File: src/rtl/cpu_pkg.sv
// ---------------------------------------------------------------------------
// cpu_pkg
//   Shared definitions for the fetch side of the pipeline.
//   - fetch_state_e : outstanding-request tracker used by the IF-ID register
//                     (IDLE = nothing in flight, WAIT = live request in flight,
//                     KILL = flushed request still in flight).
//   - XLEN_DEFAULT  : default datapath width (PC, address, instruction).
//   - CNT_W_DEFAULT : default width of performance counters.
//   - CLEAR_INST_DEFAULT : instruction word presented to ID for a bubble.
// ---------------------------------------------------------------------------
package cpu_pkg;

  localparam int unsigned XLEN_DEFAULT  = 32;
  localparam int unsigned CNT_W_DEFAULT = 32;

  // Bubble instruction. All-zeros decodes as an illegal/no-effect word in
  // this core's decoder, and valid_d=0 accompanies it anyway.
  localparam logic [31:0] CLEAR_INST_DEFAULT = 32'h0000_0000;

  typedef enum logic [1:0] {
    IDLE = 2'd0,
    WAIT = 2'd1,
    KILL = 2'd2
  } fetch_state_e;

endpackage

File: src/rtl/if_id_seg_reg_vl.sv
// ---------------------------------------------------------------------------
// if_id_seg_reg_vl
//   IF-ID segment register for an instruction source with variable latency
//   (cache or BRAM wrapper). Captures the IF PC, keeps exactly one fetch
//   request outstanding on a level req / single-cycle ack handshake, and
//   forwards the returned instruction to ID combinationally in the ack cycle,
//   so a first-cycle ack behaves exactly like a one-cycle BRAM.
//
// Ports
//   clk            rising-edge clock
//   rst            asynchronous reset, active low
//   en             stage enable (0 = stall, hold state)
//   clear          flush, honoured only when en=1
//   pc_f           PC from IF
//   pc_d           registered PC for ID
//   inst_d         instruction for ID
//   valid_d        inst_d carries a real instruction
//   fetch_stall    request pending without response; hazard unit must stall
//   imem_req       fetch request, held until ack
//   imem_addr      fetch address, stable while imem_req=1
//   imem_rdata     fetch data, valid with imem_ack
//   imem_ack       one-cycle response strobe
//   perf_wait_cnt  saturating count of cycles spent with fetch_stall=1
// ---------------------------------------------------------------------------
module if_id_seg_reg_vl
  import cpu_pkg::*;
#(
  parameter int unsigned     XLEN       = XLEN_DEFAULT,
  parameter logic [XLEN-1:0] CLEAR_INST = XLEN'(CLEAR_INST_DEFAULT),
  parameter int unsigned     CNT_W      = CNT_W_DEFAULT
) (
  input  logic             clk,
  input  logic             rst,
  input  logic             en,
  input  logic             clear,
  input  logic [XLEN-1:0]  pc_f,
  output logic [XLEN-1:0]  pc_d,
  output logic [XLEN-1:0]  inst_d,
  output logic             valid_d,
  output logic             fetch_stall,
  output logic             imem_req,
  output logic [XLEN-1:0]  imem_addr,
  input  logic [XLEN-1:0]  imem_rdata,
  input  logic             imem_ack,
  output logic [CNT_W-1:0] perf_wait_cnt
);

  // -------------------------------------------------------------------------
  // State
  // -------------------------------------------------------------------------
  fetch_state_e     state_q,      state_d;
  logic [XLEN-1:0]  id_pc_q,      id_pc_d;       // PC presented to ID
  logic [XLEN-1:0]  addr_q,       addr_d;        // address of request in flight
  logic [XLEN-1:0]  hold_q,       hold_d;        // instruction parked for ID
  logic             hold_valid_q, hold_valid_d;  // hold_q is a real instruction
  logic [CNT_W-1:0] wait_cnt_q,   wait_cnt_d;

  // -------------------------------------------------------------------------
  // Handshake status
  // -------------------------------------------------------------------------
  logic req_live;
  logic stall_now;
  logic flush;
  logic advance;
  logic live_ack;
  logic dead_ack;

  always_comb begin
    req_live  = (state_q != IDLE);
    stall_now = req_live && !imem_ack;
    // A flush is honoured even if the hazard unit wrongly left en=1 during a
    // stall; a normal advance is not (fetch_stall forces an implicit hold).
    flush     = en && clear;
    advance   = en && !clear && ((state_q == IDLE) || imem_ack);
    // Acks only mean something while a request is outstanding; an ack in
    // IDLE is spurious and falls through every branch below untouched.
    live_ack  = (state_q == WAIT) && imem_ack;
    dead_ack  = (state_q == KILL) && imem_ack;
  end

  // -------------------------------------------------------------------------
  // Next-state logic
  // -------------------------------------------------------------------------
  always_comb begin
    state_d      = state_q;
    id_pc_d      = id_pc_q;
    addr_d       = addr_q;
    hold_d       = hold_q;
    hold_valid_d = hold_valid_q;

    if (flush) begin
      id_pc_d      = '0;
      hold_d       = CLEAR_INST;
      hold_valid_d = 1'b0;
      // An unanswered request cannot be withdrawn, so it is tracked as KILL
      // until its ack arrives and the returned word is thrown away.
      case (state_q)
        WAIT:    state_d = imem_ack ? IDLE : KILL;
        KILL:    state_d = imem_ack ? IDLE : KILL;
        default: state_d = IDLE;
      endcase
    end else begin
      if (live_ack) begin
        // Park the returned word; if the stage is stalled ID keeps seeing it
        // from hold_q once the state drops back to IDLE.
        hold_d       = imem_rdata;
        hold_valid_d = 1'b1;
        state_d      = IDLE;
      end
      if (dead_ack) begin
        state_d = IDLE;
      end
      // Capture the next PC and issue its request in the same edge; this is
      // what lets back-to-back first-cycle acks sustain one instruction per
      // cycle and lets a new request follow a killed one without a gap.
      if (advance) begin
        id_pc_d = pc_f;
        addr_d  = pc_f;
        state_d = WAIT;
      end
    end
  end

  // Miss-wait counter: counts every edge that sees fetch_stall, stops at
  // all-ones instead of wrapping so long runs never read as short ones.
  always_comb begin
    wait_cnt_d = wait_cnt_q;
    if (stall_now && !(&wait_cnt_q)) begin
      wait_cnt_d = wait_cnt_q + CNT_W'(1);
    end
  end

  // -------------------------------------------------------------------------
  // Registers
  // -------------------------------------------------------------------------
  always_ff @(posedge clk or negedge rst) begin
    if (!rst) begin
      state_q      <= IDLE;
      id_pc_q      <= '0;
      addr_q       <= '0;
      hold_q       <= CLEAR_INST;
      hold_valid_q <= 1'b0;
      wait_cnt_q   <= '0;
    end else begin
      state_q      <= state_d;
      id_pc_q      <= id_pc_d;
      addr_q       <= addr_d;
      hold_q       <= hold_d;
      hold_valid_q <= hold_valid_d;
      wait_cnt_q   <= wait_cnt_d;
    end
  end

  // -------------------------------------------------------------------------
  // Outputs
  // -------------------------------------------------------------------------
  always_comb begin
    imem_req      = req_live;
    fetch_stall   = stall_now;
    imem_addr     = addr_q;
    pc_d          = id_pc_q;
    perf_wait_cnt = wait_cnt_q;

    case (state_q)
      WAIT: begin
        // Bypass the response straight to ID in the ack cycle; otherwise
        // ID sees a bubble while the miss is outstanding.
        inst_d  = imem_ack ? imem_rdata : CLEAR_INST;
        valid_d = imem_ack;
      end
      KILL: begin
        inst_d  = CLEAR_INST;
        valid_d = 1'b0;
      end
      default: begin
        inst_d  = hold_q;
        valid_d = hold_valid_q;
      end
    endcase
  end

endmodule

File: config.mk
export PLATFORM = sky130hd
export DESIGN_NAME = if_id_seg_reg_vl
export DESIGN_NICKNAME = d
export VERILOG_FILES = /design/src/rtl/cpu_pkg.sv /design/src/rtl/if_id_seg_reg_vl.sv
export SDC_FILE = /design/constraint.sdc
export NUM_CORES = 1
export LEC_CHECK = 0
export ABC_AREA = 1
export BUFFER_PORTS_ARGS = -buffer_cell sky130_fd_sc_hd__clkbuf_2
export CAP_MARGIN = 20
export CORE_ASPECT_RATIO = 1.4
export CORE_MARGIN = 2
export CORE_UTILIZATION = 28
export DETAILED_ROUTE_END_ITERATION = 8
export HOLD_SLACK_MARGIN = 0.03
export PLACE_DENSITY = 0.51
export SLEW_MARGIN = 20
export SYNTH_ARGS = -nofsm -noshare
export SYNTH_HDL_FRONTEND = slang
export SYNTH_SLANG_ARGS = --single-unit
File: constraint.sdc
create_clock -name clk -period 2.75 [get_ports clk]
set_input_delay 0.1375 -clock clk [delete_from_list [all_inputs] [get_ports clk]]
set_output_delay 0.1375 -clock clk [all_outputs]
set_load 0.01 [all_outputs]
== Word-level counts from Yosys, hierarchy flattened ==
Cells that the tools add are included.

* Flip-flop bits (word level): 131
* Output and inout port bits: 131
* Word-level logic and storage cells: 44

* Add/sub/neg operators: 1
* Equal/unequal tests: 2
* Muxes and demuxes: 15
* Bitwise logic cells: 1
* Reductions and logical operators: 19

{| class="wikitable"
|+ Operators with widths
! cell !! number
|-
| $mux W32 || 5
|-
| $pmux W32 S2 || 1
|-
| $add A32 B1 Y32 const B || 1
|-
| $reduce_and A32 Y1 || 1
|-
| $mux W2 || 6
|-
| $logic_and A1 B1 Y1 || 7
|-
| $reduce_bool A2 Y1 || 3
|-
| $reduce_bool A4 Y1 || 1
|-
| $logic_not A1 Y1 || 3
|-
| $eq A2 B1 Y1 const B || 1
|-
| $eq A2 B2 Y1 const B || 1
|-
| $logic_not A2 Y1 || 1
|-
| $mux W1 || 2
|-
| $pmux W1 S2 || 1
|-
| $reduce_and A2 Y1 || 1
|-
| $reduce_or A2 Y1 || 1
|-
| $logic_or A1 B1 Y1 || 1
|-
| $not A1 Y1 || 1
|}

== Longest topological paths before layout ==
* Depth in word-level cells: 6
* Mapped depth: 11
* Depth with buffers taken out: 10

== Least setup slack after synthesis ==
OpenSTA, ideal clock, no wires.

* Path kind: reg2reg
* Start: register wait_cnt_q[1] (netlist: perf_wait_cnt[1])
* End: register wait_cnt_q[20] (netlist: perf_wait_cnt[20])
* Library setup time: 0.116 ns
* Arrival: 1.522 ns
* Data required time: 2.634 ns
* Slack: 1.112 ns
* Cell stages (with the launch flop): 12
* Buffers on the path: 1
* Clock period less this slack: 1.638 ns
* Path through: dfrtp_1 > ha_1 > nand2_2 > nor2_4 > nand2_2 > nor2_4 > nand2_4 > nand2_4 > inv_1 > buf_6 > nand2_1 > nand2_1

* Word-level cells in the longest chain between the ends: 3

{| class="wikitable"
|+ RTL lines
! item !! RTL line !! RTL
|-
| from (decl) || if_id_seg_reg_vl.sv:56 || <nowiki>logic [CNT_W-1:0] wait_cnt_q, wait_cnt_d;</nowiki>
|-
| from (signal assigned) || if_id_seg_reg_vl.sv:150 || <nowiki>wait_cnt_q <= wait_cnt_d;</nowiki>
|-
| branches (longest 3 deep; another with $add A32 B1 Y32) || n/a ||
|}

Several ways; the timed one is not identified.
A chain may end at the register's enable or synchronous reset.

== Worst setup path after layout ==
* Start: register wait_cnt_q[0] (netlist: perf_wait_cnt[0])
* End: register wait_cnt_q[19] (netlist: perf_wait_cnt[19])

The elaborated chain is that of the path after synthesis.

==> reports/metrics.yaml <==
run_status:
  status: "finished clean"
clocking:
  clock_latency_ns: 0.42
  cts_tree: "yes"
  htree_levels: 4
  clock-root-buffer: "clkbuf_16"
  cts-buffers-inserted: 17
  clk_pin_slew_worst_paths_ns: 0.07
  numClockSinks: 131
  postCtsSetupBuffers: 0
  clockBufferDepth: 2
global_routing:
  grt_pass1_wl_um: 31240
  grt_use_total: 0.1696
  antenna_found_initial: 1
  grt_max_degree: 57
  grt_pass1_vias: 6052
  overflow: 0
floorplanning:
  die_h_um: 180.3
  core_mm2: 0.02186
  io_pins: 200
  die_x_um: 129.9
  start_util: 0.2843
  dieArea_mm2: 0.02342
  rows: 64
placed_design:
  port_buffers: 199
  gp_congestion: 0.8479
  place_ws_ns: 0.6181
  dpl.hpwl_um: 13270
  place_inst: 1242
route:
  post_drt_wl_per_cell_um: 14.49
  drtIter0Drc: 247
  wl_um: 19420
  antenna_left: 0
  dr.pass1.iters: 5
  drc: 0
  vias: 6015
  via_per_inst: 4.489
critical_path:
  critPathRequiredTime_ns: 3.05
  worstPathArrival_ns: 2.44
  worst_setup_path_start_kind: "flop"
  path_max_fanout: 27
  end_kind: "flop"
  crit_type: "reg -> reg"
sta:
  period_minus_slack_ns: 2.140
  fin_crit_sh: 0.7783
  slew_headroom: 0.5694
  tns_ns: 0
  layout_setup_ws_ns: 0.6097
  hold_viol: 0
  slew_violations: 0
  setup_violations: 0
  rsz0062_at_grt: "no"
  fmax_mhz: 467.2
  fin_worst_hold_slack_ns: 0.07045
  tightest_slew_ns: 0.6409
  skew_ns: 0.01265
synth:
  synth_area_leaders: "dfrtp_1 53%, nand2_1 13%, inv_1 7.5%"
  synthTopCellsByCount: "214 x nand2_1, 131 x dfrtp_1, 124 x inv_1"
  synth_edf_count: 0
  avgSynthCellArea_um2: 8.082
  yosys.area.top_type: "dfrtp_1"
  netlist_instances: 769
  synth_top_area_share: 0.5275
  ys_ff_latch: 131
  async_reset_ff_frac: 1.000
  synth_ff_type: "dfrtp_1"
  synth_most_common_cell: "nand2_1"
  netlist_area_mm2: 0.006215
  synth_cell_types: 25
  seq_area_frac_synth: 0.5275
  yosys_warnings: 0
  synth_nets: 842
layout:
  multi_input_area_mm2: 0.002293
  regArea_mm2: 0.003278
  layout.nets: 1102
  area_delta_synth_final_pct: 41.33
  fillers: 2284
  layout-drive-gt1-share: 0.2457
  final_cells: 1340
pwr:
  p_leak_nw: 4.500
  total_power_w: 0.005758
  vdd_drop_max_mv: 0.3751
  p_per_area_mw_per_mm2: 655.6
min_path:
  hold_class: "in -> reg"
flow_run:
  maxCapViolCount: 0
[where the power goes]
group	total [W]	switching, W	internal (W)
clock	0.00232	0.00100	0.00132
combinational	0.00113	0.000673	0.000455
sequential	0.00231	0.000147	0.00216
total	0.00576	0.00182	0.00394
[layout make-up]
class	instances	share of cell area
Clock buffer	18	0.05000
Multi-Input combinational cell	479	0.2611
Timing Repair Buffer	274	0.2010
Clock inverter	14	0.01823
Inverter	126	0.05385
Antenna cell	1	0.0002849
Tap cell	297	0.04231
Sequential cell	131	0.3732
[per-stage QoR]
step | instance area, um^2 | util
global placement | 7531 | 0.3445
finish | 8783 | 0.4018
floorplan | 6215 | -
global route | 8783 | 0.4018
CTS | 8781 | 0.4017
detailed placement | 7531 | 0.3445
[registers in the layout (all words and copies together) (netlist names)]
register and count:
pc_d 32, state_q 2, perf_wait_cnt 32, hold_valid_q 1, imem_addr 32, hold_q 32
[cells in the final DEF, fill, tap and decap left out]
cell | Yosys | routed
nand2_1 | 214 | 214
clkbuf_2 | 1 | 198
dfrtp_1 | 131 | 131
inv_1 | 124 | 124
dlygate4sd3_1 | 0 | 65
o22ai_1 | 64 | 64
o21ai_0 | 57 | 57
nand3_1 | 51 | 51
nor2_1 | 47 | 47
clkbuf_16 | 0 | 17
nand4_1 | 9 | 9
nand3b_1 | 8 | 8
buf_4 | 0 | 7
nor2_4 | 5 | 5
inv_8 | 0 | 5
xnor2_1 | 4 | 4
ha_1 | 4 | 4
inv_6 | 0 | 4
nand2_2 | 3 | 3
o21ai_1 | 3 | 3
nor2_2 | 3 | 3
xor2_1 | 3 | 3
clkinvlp_4 | 0 | 3
buf_12 | 0 | 3
inv_2 | 2 | 2
nand2_4 | 2 | 2
diode_2 | 0 | 1
nor3_1 | 1 | 1
o2bb2ai_1 | 1 | 1
bufinv_16 | 0 | 1
clkinv_8 | 0 | 1
clkbuf_8 | 0 | 1
buf_6 | 2 | 1
[worst paths after layout]
| path | from | slack (ns) | endpoint | depth (start not counted) |
|---|---|---|---|---|
| min in group asynchronous | rst | 0.28 | imem_addr[14]$_DFFE_PN0P_ | 2 |
| setup reg to reg | perf_wait_cnt[0]$_DFFE_PN0P_ | 0.61 | perf_wait_cnt[19]$_DFFE_PN0P_ | 10 |
| hold reg to reg | imem_addr[27]$_DFFE_PN0P_ | 0.48 | imem_addr[27]$_DFFE_PN0P_ | 2 |
| max in group asynchronous | rst | 1.74 | state_q[1]$_DFFE_PN0P_ | 3 |
| setup / recovery | perf_wait_cnt[0]$_DFFE_PN0P_ | 0.61 | perf_wait_cnt[19]$_DFFE_PN0P_ | 10 |
| hold / removal | clear | 0.07 | pc_d[30]$_DFFE_PN0P_ | 4 |
[critical path, stage by stage (launching register included)]
cell and delay (ns):
dfrtp_1 0.42, ha_1 0.24, nand2_2 0.08, nor2_4 0.16, nand2_2 0.11, nor2_4 0.13
nand2_4 0.18, nand2_4 0.24, inv_1 0.25, nand2_1 0.14, nand2_1 0.05
[timing repair]
action	4_1_cts	5_1_grt
resized for setup	0	0
hold endpoints to repair	150	0
hold buffers	65	0
[kinds of logic after synthesis]
logic type / after synthesis / share of synthesized area
XOR/XNOR: 7 / 0.009865
adder cells (fa/ha/maj): 4 / 0.008053
flip-flops: 131 / 0.5275
buffers and inverters: 159 / 0.1035
AND/OR/NAND/NOR: 343 / 0.2370
AO/OA/AOI/OAI: 125 / 0.1142
[routing by layer]
layer,up-vias,share of wire,track usage,routed length [um]
met5,-,0,0,0
met1,2819,0.40,0.1918,7733
met2,173,0.53,0.3007,10240
li1,2979,-,-,-
met3,44,0.039,0.03296,752
met4,0,0.035,0.08086,686
Note: power is estimated with default switching activity, not from simulation.
